### config.mk
export PLATFORM = sky130hd
export DESIGN_NAME = entry_controller
export DESIGN_NICKNAME = d
export VERILOG_FILES = /design/src/rtl/calc_pkg.sv /design/src/rtl/button_debounce.sv /design/src/rtl/entry_controller.sv
export SDC_FILE = /design/constraint.sdc
export NUM_CORES = 1
export LEC_CHECK = 0
export CORE_UTILIZATION = 52
export DETAILED_ROUTE_END_ITERATION = 10
export PLACE_DENSITY = 0.75
export SETUP_SLACK_MARGIN = 0.4
export SYNTH_ARGS = -nofsm -noshare
export SYNTH_HDL_FRONTEND = slang
export SYNTH_HIERARCHICAL = 1
export SYNTH_SLANG_ARGS = --single-unit
### constraint.sdc
create_clock -name clk -period 2 [get_ports clk]
set_input_delay 0.2 -clock clk [delete_from_list [all_inputs] [get_ports clk]]
set_output_delay 0.2 -clock clk [all_outputs]
set_load 0.005 [all_outputs]
### src/rtl/calc_pkg.sv
// Shared types and widths for the entry controller and its helpers.
package calc_pkg;

  localparam int OPERAND_W = 6;
  localparam int SW_IN_W   = 4;

  typedef enum logic [1:0] {
    ENTER_A     = 2'd0,
    ENTER_B     = 2'd1,
    SHOW_RESULT = 2'd2
  } state_t;

  // Widen a raw switch nibble to the operand register width.
  function automatic logic [OPERAND_W-1:0] zero_extend_sw(input logic [SW_IN_W-1:0] value);
    return {{(OPERAND_W - SW_IN_W){1'b0}}, value};
  endfunction

endpackage

### src/rtl/button_debounce.sv
// Button conditioner: two-flop synchronizer, stable-level debounce counter
// and a single-cycle press pulse on the rising edge of the filtered level.
// A button held through reset release is ignored until it has been seen
// released, so no spurious press comes out of reset.
module button_debounce #(
  parameter int DEBOUNCE_CYCLES = 1_000_000
) (
  input  logic clk,
  input  logic reset,
  input  logic btn_raw,
  output logic press
);

  // The counter runs 0..DEBOUNCE_CYCLES-1; the last count accepts the level.
  localparam int CNT_W = (DEBOUNCE_CYCLES > 1) ? $clog2(DEBOUNCE_CYCLES) : 1;
  localparam logic [CNT_W-1:0] CNT_LAST = CNT_W'(DEBOUNCE_CYCLES - 1);

  logic             sync1_q, sync1_d;
  logic             sync2_q, sync2_d;
  logic [CNT_W-1:0] cnt_q, cnt_d;
  logic             filt_q, filt_d;
  logic [1:0]       fill_q, fill_d;
  logic             armed_q, armed_d;
  logic             press_q, press_d;

  // Next-state logic: synchronizer shift, debounce count, arming and edge pulse.
  always_comb begin
    sync1_d = btn_raw;
    sync2_d = sync1_q;
    fill_d  = {fill_q[0], 1'b1};
    cnt_d   = '0;
    filt_d  = filt_q;
    if (sync2_q != filt_q) begin
      if (cnt_q == CNT_LAST) begin
        filt_d = sync2_q;
      end else begin
        cnt_d = cnt_q + 1'b1;
      end
    end
    // fill_q[1] marks the point where sync2_q reflects the real pin again,
    // so the zeros left behind by reset cannot arm the press detector.
    armed_d = armed_q | (fill_q[1] & ~sync2_q);
    press_d = filt_d & ~filt_q & armed_q;
  end

  // Register all conditioner state; reset returns everything to idle-low.
  always_ff @(posedge clk or posedge reset) begin
    if (reset) begin
      sync1_q <= 1'b0;
      sync2_q <= 1'b0;
      cnt_q   <= '0;
      filt_q  <= 1'b0;
      fill_q  <= 2'b00;
      armed_q <= 1'b0;
      press_q <= 1'b0;
    end else begin
      sync1_q <= sync1_d;
      sync2_q <= sync2_d;
      cnt_q   <= cnt_d;
      filt_q  <= filt_d;
      fill_q  <= fill_d;
      armed_q <= armed_d;
      press_q <= press_d;
    end
  end

  assign press = press_q;

endmodule

### src/rtl/entry_controller.sv
// Operand entry sequencer for a two-operand calculator: steps through
// ENTER_A, ENTER_B and SHOW_RESULT on debounced next/back buttons,
// capturing switch values and the add/subtract select along the way.
module entry_controller
  import calc_pkg::*;
#(
  parameter int DEBOUNCE_CYCLES = 1_000_000
) (
  input  logic                 clk,
  input  logic                 reset,
  input  logic                 btn_next,
  input  logic                 btn_back,
  input  logic [SW_IN_W:0]     sw,
  output logic                 en1,
  output logic                 en2,
  output logic                 en3,
  output logic [OPERAND_W-1:0] operand_a,
  output logic [OPERAND_W-1:0] operand_b,
  output logic                 op_sub,
  output logic                 commit
);

  logic next_evt;
  logic back_evt;

  state_t               state_q, state_d;
  logic [OPERAND_W-1:0] operand_a_q, operand_a_d;
  logic [OPERAND_W-1:0] operand_b_q, operand_b_d;
  logic                 op_sub_q, op_sub_d;
  logic                 commit_q, commit_d;
  logic                 en1_q, en1_d;
  logic                 en2_q, en2_d;
  logic                 en3_q, en3_d;

  button_debounce #(
    .DEBOUNCE_CYCLES(DEBOUNCE_CYCLES)
  ) u_next_debounce (
    .clk    (clk),
    .reset  (reset),
    .btn_raw(btn_next),
    .press  (next_evt)
  );

  button_debounce #(
    .DEBOUNCE_CYCLES(DEBOUNCE_CYCLES)
  ) u_back_debounce (
    .clk    (clk),
    .reset  (reset),
    .btn_raw(btn_back),
    .press  (back_evt)
  );

  // Sequencer next-state: back has priority over next in every state.
  always_comb begin
    state_d     = state_q;
    operand_a_d = operand_a_q;
    operand_b_d = operand_b_q;
    op_sub_d    = op_sub_q;
    commit_d    = 1'b0;
    case (state_q)
      ENTER_A: begin
        operand_a_d = zero_extend_sw(sw[SW_IN_W-1:0]);
        if (next_evt && !back_evt) begin
          state_d = ENTER_B;
        end
      end
      ENTER_B: begin
        operand_b_d = zero_extend_sw(sw[SW_IN_W-1:0]);
        if (back_evt) begin
          state_d = ENTER_A;
        end else if (next_evt) begin
          state_d  = SHOW_RESULT;
          op_sub_d = sw[SW_IN_W];
          commit_d = 1'b1;
        end
      end
      SHOW_RESULT: begin
        if (back_evt) begin
          state_d = ENTER_B;
        end else if (next_evt) begin
          state_d     = ENTER_A;
          operand_b_d = '0;
        end
      end
      default: begin
        state_d = ENTER_A;
      end
    endcase
    en1_d = (state_d == ENTER_A);
    en2_d = (state_d == ENTER_B);
    en3_d = (state_d == SHOW_RESULT);
  end

  // Register the state together with all outputs so they switch in one edge.
  always_ff @(posedge clk or posedge reset) begin
    if (reset) begin
      state_q     <= ENTER_A;
      operand_a_q <= '0;
      operand_b_q <= '0;
      op_sub_q    <= 1'b0;
      commit_q    <= 1'b0;
      en1_q       <= 1'b1;
      en2_q       <= 1'b0;
      en3_q       <= 1'b0;
    end else begin
      state_q     <= state_d;
      operand_a_q <= operand_a_d;
      operand_b_q <= operand_b_d;
      op_sub_q    <= op_sub_d;
      commit_q    <= commit_d;
      en1_q       <= en1_d;
      en2_q       <= en2_d;
      en3_q       <= en3_d;
    end
  end

  assign en1       = en1_q;
  assign en2       = en2_q;
  assign en3       = en3_q;
  assign operand_a = operand_a_q;
  assign operand_b = operand_b_q;
  assign op_sub    = op_sub_q;
  assign commit    = commit_q;

endmodule
==> results of run 1 <==
[logic make-up (layout without fill, tap and decap cells)]
group / after synthesis / count (layout) / synth area share
compound gates: 17 / 17 / 0.0411
mux: 11 / 11 / 0.0387
buf+inv: 24 / 87 / 0.0415
flops: 69 / 69 / 0.546
other cells: 3 / 6 / 0.00356
xor+xnor: 33 / 33 / 0.0913
fa+ha+maj: 2 / 2 / 0.00790
simple gates: 135 / 135 / 0.230
[routing by layer]
layer / global-route usage / part of all wire
met5: 0 / 0
met4: 0.0875 / 0.012
met3: 0.0560 / 0.031
met2: 0.321 / 0.49
met1: 0.282 / 0.47
[sequential cells by signal, summed over array words and instances, names as in the netlist, 2 cells and up]
| signal | count |
|---|---|
| operand_a | 4 |
| operand_b | 4 |
| state_q | 2 |
| u_back_debounce/cnt_q | 20 |
| u_back_debounce/fill_q | 2 |
| u_next_debounce/cnt_q | 20 |
| u_next_debounce/fill_q | 2 |
[power groups by stage]
stage               Combinational, mW  Sequential, mW  Clock [mW]
global placement                0.105            1.46           0
global route                    0.128            1.43        1.22
finish                          0.112            1.43        1.13
detailed placement              0.107            1.46           0
CTS                             0.113            1.43        1.16
floorplan                      0.0649            1.46           0
[final cells by class]
class	count	area [um2]	area share
sequential	69	1730	0.432
timing repair buffer	56	500	0.125
tap	75	93.8	0.0235
clock buffer	10	138	0.0344
clock inverter	6	62.6	0.0157
inverter	15	56.3	0.0141
multi-input combinational	204	1420	0.355
[cell usage after synthesis, types with 4 or more instances]
cell     count  share of area
dfrtp_1     68           0.54
nor2_1      50          0.059
xnor2_1     29          0.080
inv_1       15          0.018
nor4_1      13          0.026
nand2_1     12          0.014
nor3_1      12          0.019
nand3_1     10          0.016
nand4_1     10          0.020
buf_4        7          0.017
mux2_1       6          0.021
nor2b_1      5         0.0099
a21oi_1      4         0.0063
mux2i_1      4          0.013
nor3b_1      4         0.0095
o21ai_0      4         0.0063
xor2_1       4          0.011
[worst paths after layout]
check,from,end,slack [ns],cells past startpoint
setup / recovery,u_next_debounce/cnt_q[7],u_next_debounce/filt_q,-0.008,4
hold / removal,reset,operand_a[0],0.29,2
setup reg to reg,u_next_debounce/cnt_q[7],u_next_debounce/filt_q,-0.008,4
hold reg to reg,u_next_debounce/fill_q[0],u_next_debounce/fill_q[1],0.35,0
max in group asynchronous,reset,en1,1.34,2
min in group clk,btn_next,u_next_debounce/sync1_q,0.30,1
[what timing repair did]
item	CTS	global route
resized for setup	11	13
buffers inserted	3	3
pin swaps	5	0
setup endpoints to repair	44	44
[critical path: stages, from the launching register on]
cell and delay, ns:
dfrtp_1 0.38, or4b_1 0.51, or4_4 0.55, nor2_4 0.15
mux2_4 0.32
[through the flow]
stage,hold WS [ns],TNS [ns]
after detailed placement,0.336,0
after global routing,0.288,-0.198
after floorplan,0.101,0
after global placement,0.332,0
final,0.288,-0.00825
after CTS,0.286,0
==> impl_metrics.yaml, run 1 <==
grt:
  antenna_found_initial: 0
  grt_first_pass_wirelength_um: 10100
  grt_overflow_total: 0
  grt_max_degree: 28
  grt_pass1_vias: 2176
  grt_usage: 0.210
synth:
  synthFlopType: "dfrtp_1"
  syn_avg_cell_area_um2: 10.8
  async_flop_share: 1.00
  syn_inst: 294
  synth_area_um2: 3170
  synth_edf_count: 0
  synth_cell_type_count: 38
  ys_ff_latch: 69
  seq_area_frac_synth: 0.546
  yosysWarnings: 6
final_layout:
  drive_gt1_frac: 0.236
  syn2layout_area_growth_pct: 26.2
  num_antenna_cells: 0
  final_common_cell: "dfrtp_1"
  nFillCells: 441
  final_cell_mix: "dfrtp_1, nor2_1, buf_4"
  fin_util: 0.679
  fin_area_um2: 4000
  fin_cells: 435
  finalNetCount: 366
cts:
  cts_num_sinks: 69
  cts_buffers: 9
  cts_hold_buffers: 0
  clk_pin_slew_worst_paths_ns: 0.08
  cts_tree: "done"
  root_buffer: "clkbuf_8"
  cts_buffer_depth: 2
  clk_latency_ns: 0.34
  ctsHtreeMaxLevel: 3
timing:
  hold_violations: 0
  rsz0062_at_grt: "yes"
  min_period_over_period: 1.00
  finalMaxSlewViolations: 0
  max_slew_margin: 0.631
  fmax_mhz: 498
  setup_viol: 1
  setup_ws_ns: -0.00825
  clock_skew_ns: 0.00951
  period_minus_slack_ns: 2.01
  tightestPinTransition_ns: 0.553
power:
  share_seq_of_total_power: 0.535
  p_clk_frac: 0.423
  p_leak_nw: 1.60
  p_comb_frac: 0.042
  irDropWorstVdd_mv: 0.404
  netSwitchingFraction: 0.227
  p_sw_mw: 0.606
  total_power_mw: 2.68
  intPower_mw: 2.07
  power_density_nw_per_um2: 670
critical_path:
  worstSetupStartpointType: "flop"
  path_class: "reg2reg"
  critPathMaxFanout: 3
  arrival_ns: 2.24
  critPathRequiredTime_ns: 2.23
  cp-end-kind: "flop"
detailed_routing:
  dr.first_iter.drc_count: 105
  detail_route.wl_per_cell_um: 13.7
  viasPerCell: 5.26
  wirelength_um: 5950
  firstDrtPassIters: 4
  drc: 0
  via_count: 2290
  drtAntennaViolNets: 0
placement:
  pre_cts_ws_ns: 0.0259
  place_area_um2: 3660
  dp_cells: 413
  port_buffers: 21
  gp_congestion: 0.797
  dp_hpwl_um: 4020
die:
  coreArea_um2: 5890
  die_w_um: 80.0
  die_area_um2: 6400
  start_util: 0.538
  rows: 28
  die_height_um: 80.0
  pin_count: 26
status:
  violations: "negative setup slack"
  status: "finished with violations"
run:
  drv_cap: 0
min_path:
  hold_path_class: "in2async"
(Power assumes the default switching activity.)
==> run 2, diff against run 1 <==
--- a/config.mk
+++ b/config.mk
@@ -5,6 +5,7 @@
 export SDC_FILE = /design/constraint.sdc
 export NUM_CORES = 1
 export LEC_CHECK = 0
+export ABC_AREA = 1
 export CORE_UTILIZATION = 52
 export DETAILED_ROUTE_END_ITERATION = 10
 export PLACE_DENSITY = 0.75
==> run 2 against run 1 <==
  * The flow now finishes without violations
  * Cell area fell by 3.7%
  * Synthesized cell count rose by 38%
  * Largest power group unchanged
  * Register-to-register slack improved by 0.63 ns
  * Synthesized area rose by 5.8%
  * Utilization fell by 4.4 points
  * Combinational power barely moved
  * Sequential power barely moved
  * Largest cell class unchanged
  * First-iteration DRC count rose by 37%
==> impl_metrics.yaml, run 2 <==
status:
  status: "finished, final reports clean"
die:
  die_w_um: 82.3
  pin_count: 26
  start_util: 0.553
  rows: 28
  die_height_um: 82.3
  die_area_um2: 6770
  coreArea_um2: 6060
grt:
  grt_overflow_total: 0
  grt_first_pass_wirelength_um: 10300
  grt_max_degree: 28
  use_met2: 0.324
  busiest_layer: "met2"
  grtUsageMet1: 0.276
  grt_use_met3: 0.0363
  grt_pass1_vias: 2338
  antenna_found_initial: 0
  grt_usage: 0.205
final_layout:
  final_cell_mix: "nand2_1, nor2_1, dfrtp_1"
  finalNetCount: 449
  drive_gt1_frac: 0.133
  reg_top3: "u_back_debounce/cnt_q x20, u_next_debounce/cnt_q x20"
  fin_area_um2: 3850
  final_common_cell: "nand2_1"
  syn2layout_area_growth_pct: 14.9
  num_antenna_cells: 0
power:
  power_density_nw_per_um2: 693
  irDropWorstVdd_mv: 0.421
  p_leak_nw: 1.74
  total_power_mw: 2.67
critical_path:
  cp-end-kind: "output port"
  crit_slowest_cell: "dfstp_2"
  r2r_slack_ns: 0.62
  path_class: "reg2out"
  crit_family: "flip-flops"
  r2r_start: "u_back_debounce/cnt_q[0]"
  r2r_cells: 6
  arrival_ns: 1.34
  worstSetupStartpointType: "flop"
  r2r-end: "u_back_debounce/cnt_q[9]"
  critPathBufInv: 1
  critPathRequiredTime_ns: 1.80
  crit_path_cell_trace: "clkdlybuf4s50_1"
  slowest_delay_ns: 0.52
  critPathMaxFanout: 1
synth:
  netlist.area_leader.share: 0.508
  synthFlopType: "dfrtp_1"
  synth.area.top_cells: "dfrtp_1, nand2_1, nor2_1"
  ys_top_cells_by_count: "nand2_1, nor2_1, dfrtp_1"
  synth_compound_area_frac: 0.0239
  synth_xor_area_frac: 0.0575
  yosysTopAreaCell: "dfrtp_1"
  yosys.area_share.adder: 0.00747
  async_flop_share: 1.00
  syn_inst: 405
  ys_ff_latch: 69
  synth_top_family_by_area: "simple AND/OR/NAND/NOR gates"
  yosysWarnings: 6
  synth_cell_type_count: 23
  synth.most_common_cell: "nand2_1"
  synth_edf_count: 0
  synthSimpleGateAreaFrac: 0.336
  synth_area_um2: 3350
  seq_area_frac_synth: 0.516
  syn_avg_cell_area_um2: 8.27
  yosys-mux-area-fraction: 0
min_path:
  hold_path_class: "in2async"
timing:
  clock_skew_ns: 0.0106
  max_slew_margin: 0.633
  tightestPinTransition_ns: 0.550
  hold_violations: 0
  holdWs_ns: 0.274
  fin_setup_tns_ns: 0
  min_period_over_period: 0.770
  finalMaxSlewViolations: 0
  period_minus_slack_ns: 1.54
  setup_ws_ns: 0.459
  setup_viol: 0
  fmax_mhz: 649
  rsz0062_at_grt: "no"
cts:
  postCtsSetupBuffers: 0
  cts_hold_buffers: 0
  clk_latency_ns: 0.34
  root_buffer: "clkbuf_8"
  cts_tree: "done"
  cts_num_sinks: 69
  ctsHtreeMaxLevel: 3
  cts_buffer_depth: 2
  clk_pin_slew_worst_paths_ns: 0.08
  cts_buffers: 9
  post_cts_resize_count: 0
detailed_routing:
  wirelength_um: 6100
  drtAntennaViolNets: 0
  dr.first_iter.drc_count: 144
  detail_route.wl_per_cell_um: 11.8
  via_count: 2565
  viasPerCell: 4.95
  firstDrtPassIters: 4
  drc: 0
placement:
  gp_congestion: 0.886
  dp_hpwl_um: 4460
  place_area_um2: 3650
  pre_cts_ws_ns: 0.624
  port_buffers: 21
run:
  drv_cap: 0
run 2: stage by stage:
step	utilization	instances
detailed placement	0.602	502
floorplan	-	408
global placement	0.602	502
CTS	0.635	518
global route	0.635	518
finish	0.635	518
run 2: final cells by class:
cell class	instances	area, um2
flip-flops and latches	69	1730
multi-input cells	293	1450
clock buffers	9	124
fillers	520	2210
repair buffers	23	225
inverters	42	158
well taps	75	93.8
clock inverters	7	73.8
run 2: worst max-delay path by stage:
stage,start,end,cells after the start
finish,en1,en1,1
detailed placement,u_back_debounce/cnt_q[0],u_back_debounce/cnt_q[9],6
CTS,en1,en1,1
global placement,u_back_debounce/cnt_q[0],u_back_debounce/cnt_q[9],6
floorplan,u_back_debounce/cnt_q[0],u_back_debounce/cnt_q[5],6
global route,en1,en1,1
run 2: routing by layer:
layer | up-vias | part of all wire
met4 | 0 | 0.014
met2 | 50 | 0.47
met1 | 1182 | 0.48
li1 | 1325 | -
met3 | 8 | 0.036
met5 | - | 0
run 2: cells by family (layout without fill, tap and decap cells):
family / after synthesis / count (layout)
simple gates: 247 / 247
buf+inv: 46 / 81
other cells: 3 / 6
flops: 69 / 69
xor+xnor: 22 / 22
compound gates: 16 / 16
fa+ha+maj: 2 / 2
run 2: report_power, final:
part / switching (mW) / internal [mW] / leakage [nW]
Sequential: 0.0123 / 1.42 / 0.891
Combinational: 0.0676 / 0.0410 / 0.754
Clock: 0.549 / 0.580 / 0.0996
Total: 0.629 / 2.04 / 1.74
